`config.mk`:
```
export PLATFORM = sky130hd
export DESIGN_NAME = dcache_sa
export DESIGN_NICKNAME = d
export VERILOG_FILES = /design/src/rtl/dcache_pkg.sv /design/src/rtl/dcache_way.sv /design/src/rtl/dcache_sa.sv
export SDC_FILE = /design/constraint.sdc
export NUM_CORES = 1
export LEC_CHECK = 0
export CORE_ASPECT_RATIO = 0.7
export CORE_MARGIN = 1.5
export CORE_UTILIZATION = 35
export CTS_CLUSTER_SIZE = 16
export DETAILED_ROUTE_END_ITERATION = 8
export SYNTH_ARGS = -nofsm -noshare
export SYNTH_HDL_FRONTEND = slang
export SYNTH_SLANG_ARGS = --single-unit
```
`constraint.sdc`:
```
create_clock -name clk -period 11 [get_ports clk]
set_input_delay 1.65 -clock clk [delete_from_list [all_inputs] [get_ports clk]]
set_output_delay 1.65 -clock clk [all_outputs]
set_load 0.02 [all_outputs]
```
`src/rtl/dcache_pkg.sv`:
```
// Shared FSM encoding and geometry helpers for the set-associative data cache.
package dcache_pkg;

    typedef enum logic [1:0] {
        IDLE = 2'd0,
        WB   = 2'd1,
        FILL = 2'd2
    } state_t;

    function automatic int offset_bits(input int line_length);
        return $clog2(line_length);
    endfunction

    function automatic int index_bits(input int nlines);
        return $clog2(nlines);
    endfunction

    function automatic int tag_bits(input int pa, input int line_length, input int nlines);
        return pa - $clog2(line_length) - $clog2(nlines);
    endfunction

    function automatic int line_beats(input int line_length, input int mw);
        return (line_length * 8) / mw;
    endfunction

    function automatic int cnt_bits(input int line_length, input int mw);
        return (line_beats(line_length, mw) > 1) ? $clog2(line_beats(line_length, mw)) : 1;
    endfunction

endpackage

```
`src/rtl/dcache_way.sv`:
```
// One way of the cache: per-set tag/valid/dirty state, line storage with beat and
// lane/byte write ports, and a combinational tag compare for the addressed set.
module dcache_way
    import dcache_pkg::*;
#(
    parameter int LINE_LENGTH = 4,
    parameter int NLINES      = 4,
    parameter int RV          = 16,
    parameter int PA          = 22,
    parameter int MW          = 4
) (
    input  logic                                        clk,
    input  logic                                        reset_n,
    input  logic [index_bits(NLINES)-1:0]               index,
    input  logic [tag_bits(PA, LINE_LENGTH, NLINES)-1:0] ptag,
    output logic                                        hit,
    output logic                                        valid,
    output logic                                        dirty,
    output logic [tag_bits(PA, LINE_LENGTH, NLINES)-1:0] tag,
    output logic [LINE_LENGTH*8-1:0]                    line,
    input  logic                                        beat_we,
    input  logic [cnt_bits(LINE_LENGTH, MW)-1:0]        beat_sel,
    input  logic [MW-1:0]                               beat_data,
    input  logic                                        lane_we,
    input  logic                                        is_byte,
    input  logic [offset_bits(LINE_LENGTH)-1:0]         offset,
    input  logic [RV-1:0]                               wdata,
    input  logic                                        install,
    input  logic                                        clr_dirty
);
    localparam int TB         = tag_bits(PA, LINE_LENGTH, NLINES);
    localparam int LB         = LINE_LENGTH * 8;
    localparam int LANE_BYTES = RV / 8;

    logic [TB-1:0]     tag_mem  [NLINES];
    logic [LB-1:0]     data_mem [NLINES];
    logic [NLINES-1:0] valid_mem;
    logic [NLINES-1:0] dirty_mem;
    logic [LB-1:0]     merged;

    assign tag   = tag_mem[index];
    assign valid = valid_mem[index];
    assign dirty = dirty_mem[index];
    assign line  = data_mem[index];
    assign hit   = valid_mem[index] && (tag_mem[index] == ptag);

    // Store merge: a byte store touches one byte, a word store the whole aligned lane.
    always_comb begin
        merged = data_mem[index];
        for (int b = 0; b < LINE_LENGTH; b++) begin
            if (is_byte ? (b == int'(offset))
                        : ((b / LANE_BYTES) == (int'(offset) / LANE_BYTES))) begin
                merged[b*8 +: 8] = is_byte ? wdata[7:0] : wdata[(b % LANE_BYTES)*8 +: 8];
            end
        end
    end

    always_ff @(posedge clk or negedge reset_n) begin
        if (!reset_n) begin
            valid_mem <= '0;
            dirty_mem <= '0;
        end else if (install) begin
            valid_mem[index] <= 1'b1;
            dirty_mem[index] <= 1'b0;
        end else if (clr_dirty) begin
            dirty_mem[index] <= 1'b0;
        end else if (lane_we) begin
            dirty_mem[index] <= 1'b1;
        end
    end

    always_ff @(posedge clk) begin
        if (install) begin
            tag_mem[index] <= ptag;
        end
    end

    always_ff @(posedge clk) begin
        if (beat_we) begin
            data_mem[index][int'(beat_sel)*MW +: MW] <= beat_data;
        end else if (lane_we) begin
            data_mem[index] <= merged;
        end
    end

endmodule

```
`src/rtl/dcache_sa.sv`:
```
// Set-associative write-back, write-allocate data cache with LRU replacement and
// an internal writeback/fill sequencer driving a narrow memory beat port.
module dcache_sa
    import dcache_pkg::*;
#(
    parameter int LINE_LENGTH = 4,
    parameter int NLINES      = 4,
    parameter int WAYS        = 2,
    parameter int RV          = 16,
    parameter int PA          = 22,
    parameter int MW          = 4
) (
    input  logic                                    clk,
    input  logic                                    reset_n,
    input  logic                                    req,
    input  logic                                    write,
    input  logic                                    is_byte,
    input  logic                                    fault,
    input  logic [PA-1:0]                           paddr,
    input  logic [RV-1:0]                           wdata,
    output logic                                    ready,
    output logic [RV-1:0]                           rdata,
    output logic                                    mreq,
    output logic                                    mwrite,
    output logic [PA-offset_bits(LINE_LENGTH)-1:0]  maddr,
    output logic [MW-1:0]                           mwdata,
    input  logic [MW-1:0]                           mrdata,
    input  logic                                    mstrobe
);
    localparam int OB         = offset_bits(LINE_LENGTH);
    localparam int IB         = index_bits(NLINES);
    localparam int TB         = tag_bits(PA, LINE_LENGTH, NLINES);
    localparam int BEATS      = line_beats(LINE_LENGTH, MW);
    localparam int CB         = cnt_bits(LINE_LENGTH, MW);
    localparam int LB         = LINE_LENGTH * 8;
    localparam int LANE_BYTES = RV / 8;

    logic [OB-1:0] offset;
    logic [IB-1:0] index;
    logic [TB-1:0] ptag;

    assign offset = paddr[OB-1:0];
    assign index  = paddr[OB +: IB];
    assign ptag   = paddr[PA-1 -: TB];

    state_t        state;
    state_t        state_next;
    logic [CB-1:0] cnt;
    logic          victim;
    logic          victim_next;
    logic          victim_pick;

    logic [WAYS-1:0] way_hit;
    logic [WAYS-1:0] way_valid;
    logic [WAYS-1:0] way_dirty;
    logic [WAYS-1:0] sel;
    logic [TB-1:0]   way_tag  [WAYS];
    logic [LB-1:0]   way_line [WAYS];

    logic          lookup;
    logic          hit_any;
    logic          hit_way;
    logic          lru_way;
    logic          last;
    logic          fill_fire;
    logic          wb_fire;
    logic [LB-1:0] hit_line;
    logic [LB-1:0] victim_line;
    logic [TB-1:0] victim_tag;

    assign lookup    = reset_n && req && !fault && (state == IDLE);
    assign hit_any   = lookup && (|way_hit);
    assign last      = (cnt == CB'(BEATS - 1));
    assign fill_fire = (state == FILL) && mstrobe;
    assign wb_fire   = (state == WB) && mstrobe;

    for (genvar w = 0; w < WAYS; w++) begin : g_way
        assign sel[w] = (int'(victim) == w);

        dcache_way #(
            .LINE_LENGTH (LINE_LENGTH),
            .NLINES      (NLINES),
            .RV          (RV),
            .PA          (PA),
            .MW          (MW)
        ) u_way (
            .clk       (clk),
            .reset_n   (reset_n),
            .index     (index),
            .ptag      (ptag),
            .hit       (way_hit[w]),
            .valid     (way_valid[w]),
            .dirty     (way_dirty[w]),
            .tag       (way_tag[w]),
            .line      (way_line[w]),
            .beat_we   (fill_fire && sel[w]),
            .beat_sel  (cnt),
            .beat_data (mrdata),
            .lane_we   (lookup && write && way_hit[w]),
            .is_byte   (is_byte),
            .offset    (offset),
            .wdata     (wdata),
            .install   (fill_fire && last && sel[w]),
            .clr_dirty (wb_fire && last && sel[w])
        );
    end

    // lru[set] names the way to replace next; a hit points it at the other way.
    if (WAYS > 1) begin : g_lru
        logic [NLINES-1:0] lru;

        assign hit_way = way_hit[WAYS-1];
        assign lru_way = lru[index];

        always_ff @(posedge clk or negedge reset_n) begin
            if (!reset_n) begin
                lru <= '0;
            end else if (hit_any) begin
                lru[index] <= ~hit_way;
            end
        end
    end else begin : g_no_lru
        assign hit_way = 1'b0;
        assign lru_way = 1'b0;
    end

    always_comb begin
        victim_pick = lru_way;
        if (!way_valid[0]) begin
            victim_pick = 1'b0;
        end else if ((WAYS > 1) && !way_valid[WAYS-1]) begin
            victim_pick = 1'b1;
        end
    end

    assign hit_line    = way_line[hit_way];
    assign victim_line = way_line[victim];
    assign victim_tag  = way_tag[victim];

    assign ready = reset_n && req && (fault || ((state == IDLE) && (|way_hit)));

    always_comb begin
        rdata = '0;
        if (hit_any) begin
            if (is_byte) begin
                rdata = RV'(hit_line[int'(offset)*8 +: 8]);
            end else begin
                rdata = hit_line[(int'(offset) / LANE_BYTES)*RV +: RV];
            end
        end
    end

    always_ff @(posedge clk or negedge reset_n) begin
        if (!reset_n) begin
            state  <= IDLE;
            victim <= 1'b0;
            cnt    <= '0;
        end else begin
            state  <= state_next;
            victim <= victim_next;
            if ((state != IDLE) && mstrobe) begin
                cnt <= last ? '0 : cnt + 1'b1;
            end
        end
    end

    always_comb begin
        state_next  = state;
        victim_next = victim;
        mreq        = 1'b0;
        mwrite      = 1'b0;
        maddr       = {ptag, index};
        mwdata      = '0;
        case (state)
            IDLE: begin
                if (lookup && !(|way_hit)) begin
                    victim_next = victim_pick;
                    state_next  = (way_valid[victim_pick] && way_dirty[victim_pick]) ? WB : FILL;
                end
            end
            WB: begin
                mreq   = 1'b1;
                mwrite = 1'b1;
                maddr  = {victim_tag, index};
                mwdata = victim_line[int'(cnt)*MW +: MW];
                if (mstrobe && last) begin
                    state_next = FILL;
                end
            end
            FILL: begin
                mreq = 1'b1;
                if (mstrobe && last) begin
                    state_next = IDLE;
                end
            end
            default: state_next = IDLE;
        endcase
    end

endmodule

```
==> reports/results.ini <==
[outcome]
status = completed

[yosys]
synthCells = 1410
synth-warning-count = 0
synth_seq_cells = 426
synth_edf_count = 400
synth.avg_cell_area_um2 = 14.5
synth_async_sr_flop_share_pct = 6.10
synth_flop_cell = edfxtp_1
seq_area_frac_synth_pct = 62.0
yosysTopAreaCellShare_pct = 58.8
netlist_area_um2 = 20400
syn-num-nets = 1466
synth.distinct_cells = 58
synth_area_leader_cell = edfxtp_1
synthTopCellsByArea = edfxtp_1 59%, mux4_2 13%, mux2i_1 3.3%

[detailed_routing]
drt_wl_total_um = 57600
first_pass_iters = 5
drtIter0Drc = 1614
wl_per_cell_um = 25.6
dr_total_vias = 13000
viasPerCell = 5.77
ant_nets = 0
drc = 0

[cells_and_area]
final.fill_count = 5133
layout-drive-gt1-share_pct = 16.4
multi_input_area_um2 = 7250
syn2layout_area_growth_pct = 14.7
fin_nets = 1523
regArea_um2 = 12700
num_antenna_cells = 0
stdcell_count = 2252

[clocking]
clkLatencyLatePin_ns = 0.58
numCtsBuffers = 45
cts_hold_buf = 0
cts_setup_buffers = 0
clock_tree.root_cell = clkbuf_16
cts_tree = yes
clkSinkCount = 426
htree_levels = 2
cts_buffer_depth = 3
cts_resized = 0
clk_pin_slew_ns = 0.06

[setup_path]
slowest_stage = nor3_4
worstPathRequired_ns = 9.35
worstPathCellList = buf_4 > buf_4 > mux4_2 > xnor2_1 > nand3_1 > nor3_4 > nand3_2 > a211oi_1 > and2_1 > clkdlybuf4s50_1
critPathKind = in -> out
critPathMaxFanout = 45
cp_common_cell = buf_4
cp_slowest_stage_delay_ns = 0.99
critPathCaptureType = primary output
worstPathArrival_ns = 6.74
cp-start-kind = input port

[die]
start_util_pct = 35.7
die_x_um = 292
rows = 73
num_io_pins = 92
core_um2 = 57300
die_h_um = 205
die_area_um2 = 59900

[power_and_ir_drop]
leakage_nw = 7.83
power.density_nw_per_um2 = 177
finalPower_mw = 4.15
ir_drop_mv = 0.101

[placement]
portBuffers = 91
dp_hpwl_um = 39500
dpl.cell_count = 2170
gp_congestion = 0.923

[sta]
fin_crit_ns = 8.39
clock_skew_ns = 0.0228
setup_violations = 0
hold_viol_final = 0
rsz0062_at_grt = false
slew_headroom_pct = 16.1
fmax_mhz = 119
holdWs_ns = 0.461
worst_pin_slew_ns = 1.26
drv_slew = 0
period_share_pct = 76.3
fin_tns_setup_ns = 0

[min_path]
hp-class = reg -> reg

[grt]
grt_pass1_wl_um = 84700
antenna_found_initial = 1
grt_overflow_total = 0
grt_pass1_vias = 12600
grt_use_total_pct = 19.2
grt_max_degree = 68

[flow_run]
cap_violations = 0

==> cells in the mapped netlist (4+ instances only) <==
master and instances:
buf_1 6, a21boi_0 9, nor4_1 4, edfxtp_1 400, buf_2 8, nor2b_1 5, nor3_1 21, and2_1 15
buf_4 9, o31ai_1 13, mux4_1 4, mux4_2 116, mux2i_1 68, buf_6 8, a2111oi_0 8, or3_1 4
o21ai_0 66, xnor2_1 31, mux2_2 5, inv_1 11, and3_1 9, nand2_1 126, nor2_1 74, clkbuf_1 74
nand2b_1 37, nand3_1 39, a2111oi_2 6, a21oi_1 82, ha_1 7, xor2_1 7, dfrtp_1 26, a31oi_1 56
a211oi_1 5, or2_2 10, nand4_1 13
==> routing by layer <==
layer | GRT usage, % | vias to the layer above | share of wire (%) | wire [um]
met5 | 0 | - | 0 | 0
met4 | 5.08 | 0 | 1.8 | 1060
met3 | 4.69 | 69 | 9.6 | 5540
met2 | 26.9 | 623 | 43 | 24500
met1 | 29.4 | 6648 | 46 | 26500
li1 | - | 5648 | - | -
==> cell families after synthesis <==
kind of cell / after synthesis / share of synthesized area [%]
AO/OA/AOI/OAI: 256 / 7.57
XOR/XNOR: 38 / 1.63
adder cells (fa/ha/maj): 7 / 0.429
buffers and inverters: 119 / 2.75
flip-flops: 426 / 62.0
multiplexers: 193 / 16.9
AND/OR/NAND/NOR: 371 / 8.77
==> registers in the layout, summed over array words and instances, names as in the netlist, named ones only <==
signal	cells
victim	1
g_way.u_way.valid_mem	8
g_way.u_way.data_mem	256
g_lru.lru	4
g_way.u_way.tag_mem	144
cnt	3
state	2
==> final cells by class <==
| type | instances | area share [%] |
|---|---|---|
| inverters | 13 | 0.208 |
| flip-flops and latches | 426 | 54.0 |
| clock buffers | 60 | 5.18 |
| multi-input cells | 865 | 30.9 |
| clock inverters | 22 | 0.977 |
| repair buffers | 116 | 4.66 |
| well taps | 750 | 4.00 |
==> where the power goes <==
group | total (mW) | switching, mW | internal (mW)
combinational | 0.746 | 0.479 | 0.268
sequential | 1.91 | 0.0537 | 1.85
clock | 1.50 | 0.626 | 0.872
==> worst paths after layout <==
path                                                    startpoint                                 endpoint  slack (ns)  cells after the start
max reg2reg                                     cnt[0]$_DFFE_PN0P_  g_way[1].u_way.data_mem[0][2]$_DFFE_PP_        6.26                      7
min in group asynchronous                                  reset_n               asynchronous set/reset pin        1.52                      2
min reg2reg                g_way[1].u_way.valid_mem[1]$_DFFE_PN0P_  g_way[1].u_way.valid_mem[1]$_DFFE_PN0P_        0.46                      1
max                                                       paddr[3]                                rdata[15]        2.61                     10
min                        g_way[1].u_way.valid_mem[1]$_DFFE_PN0P_  g_way[1].u_way.valid_mem[1]$_DFFE_PN0P_        0.46                      1
max in group asynchronous                                  reset_n                 g_lru.lru[1]$_DFFE_PN0P_        9.19                      2
==> per-stage QoR <==
stage	area (um^2)	util, %	worst slack, ns
floorplan	20400	-	4.82
global placement	22000	38.4	2.87
detailed placement	22000	38.4	2.75
CTS	23400	40.9	2.73
global route	23400	40.9	2.51
finish	23400	40.9	2.61
==> cell usage in the layout, fill, tap and decap left out, types with 26 or more instances in the layout <==
cell type / instances
a21oi_1: 82
a31oi_1: 56
buf_4: 26
clkbuf_16: 46
clkdlybuf4s50_1: 88
dfrtp_1: 26
edfxtp_1: 400
mux2i_1: 68
mux4_2: 116
nand2_1: 126
nand2b_1: 37
nand3_1: 38
nor2_1: 65
o21ai_0: 66
xnor2_1: 31
==> critical path, delay by kind of cell <==
family | cells | cell delay (ns)
AOI/OAI and AO/OA | 1 | 0.62
xor gates and xnor gates | 1 | 0.18
buffers and inverters | 3 | 1.72
muxes | 1 | 0.45
and+or+nand+nor | 4 | 2.04
Power figures use the tool's default switching activity.
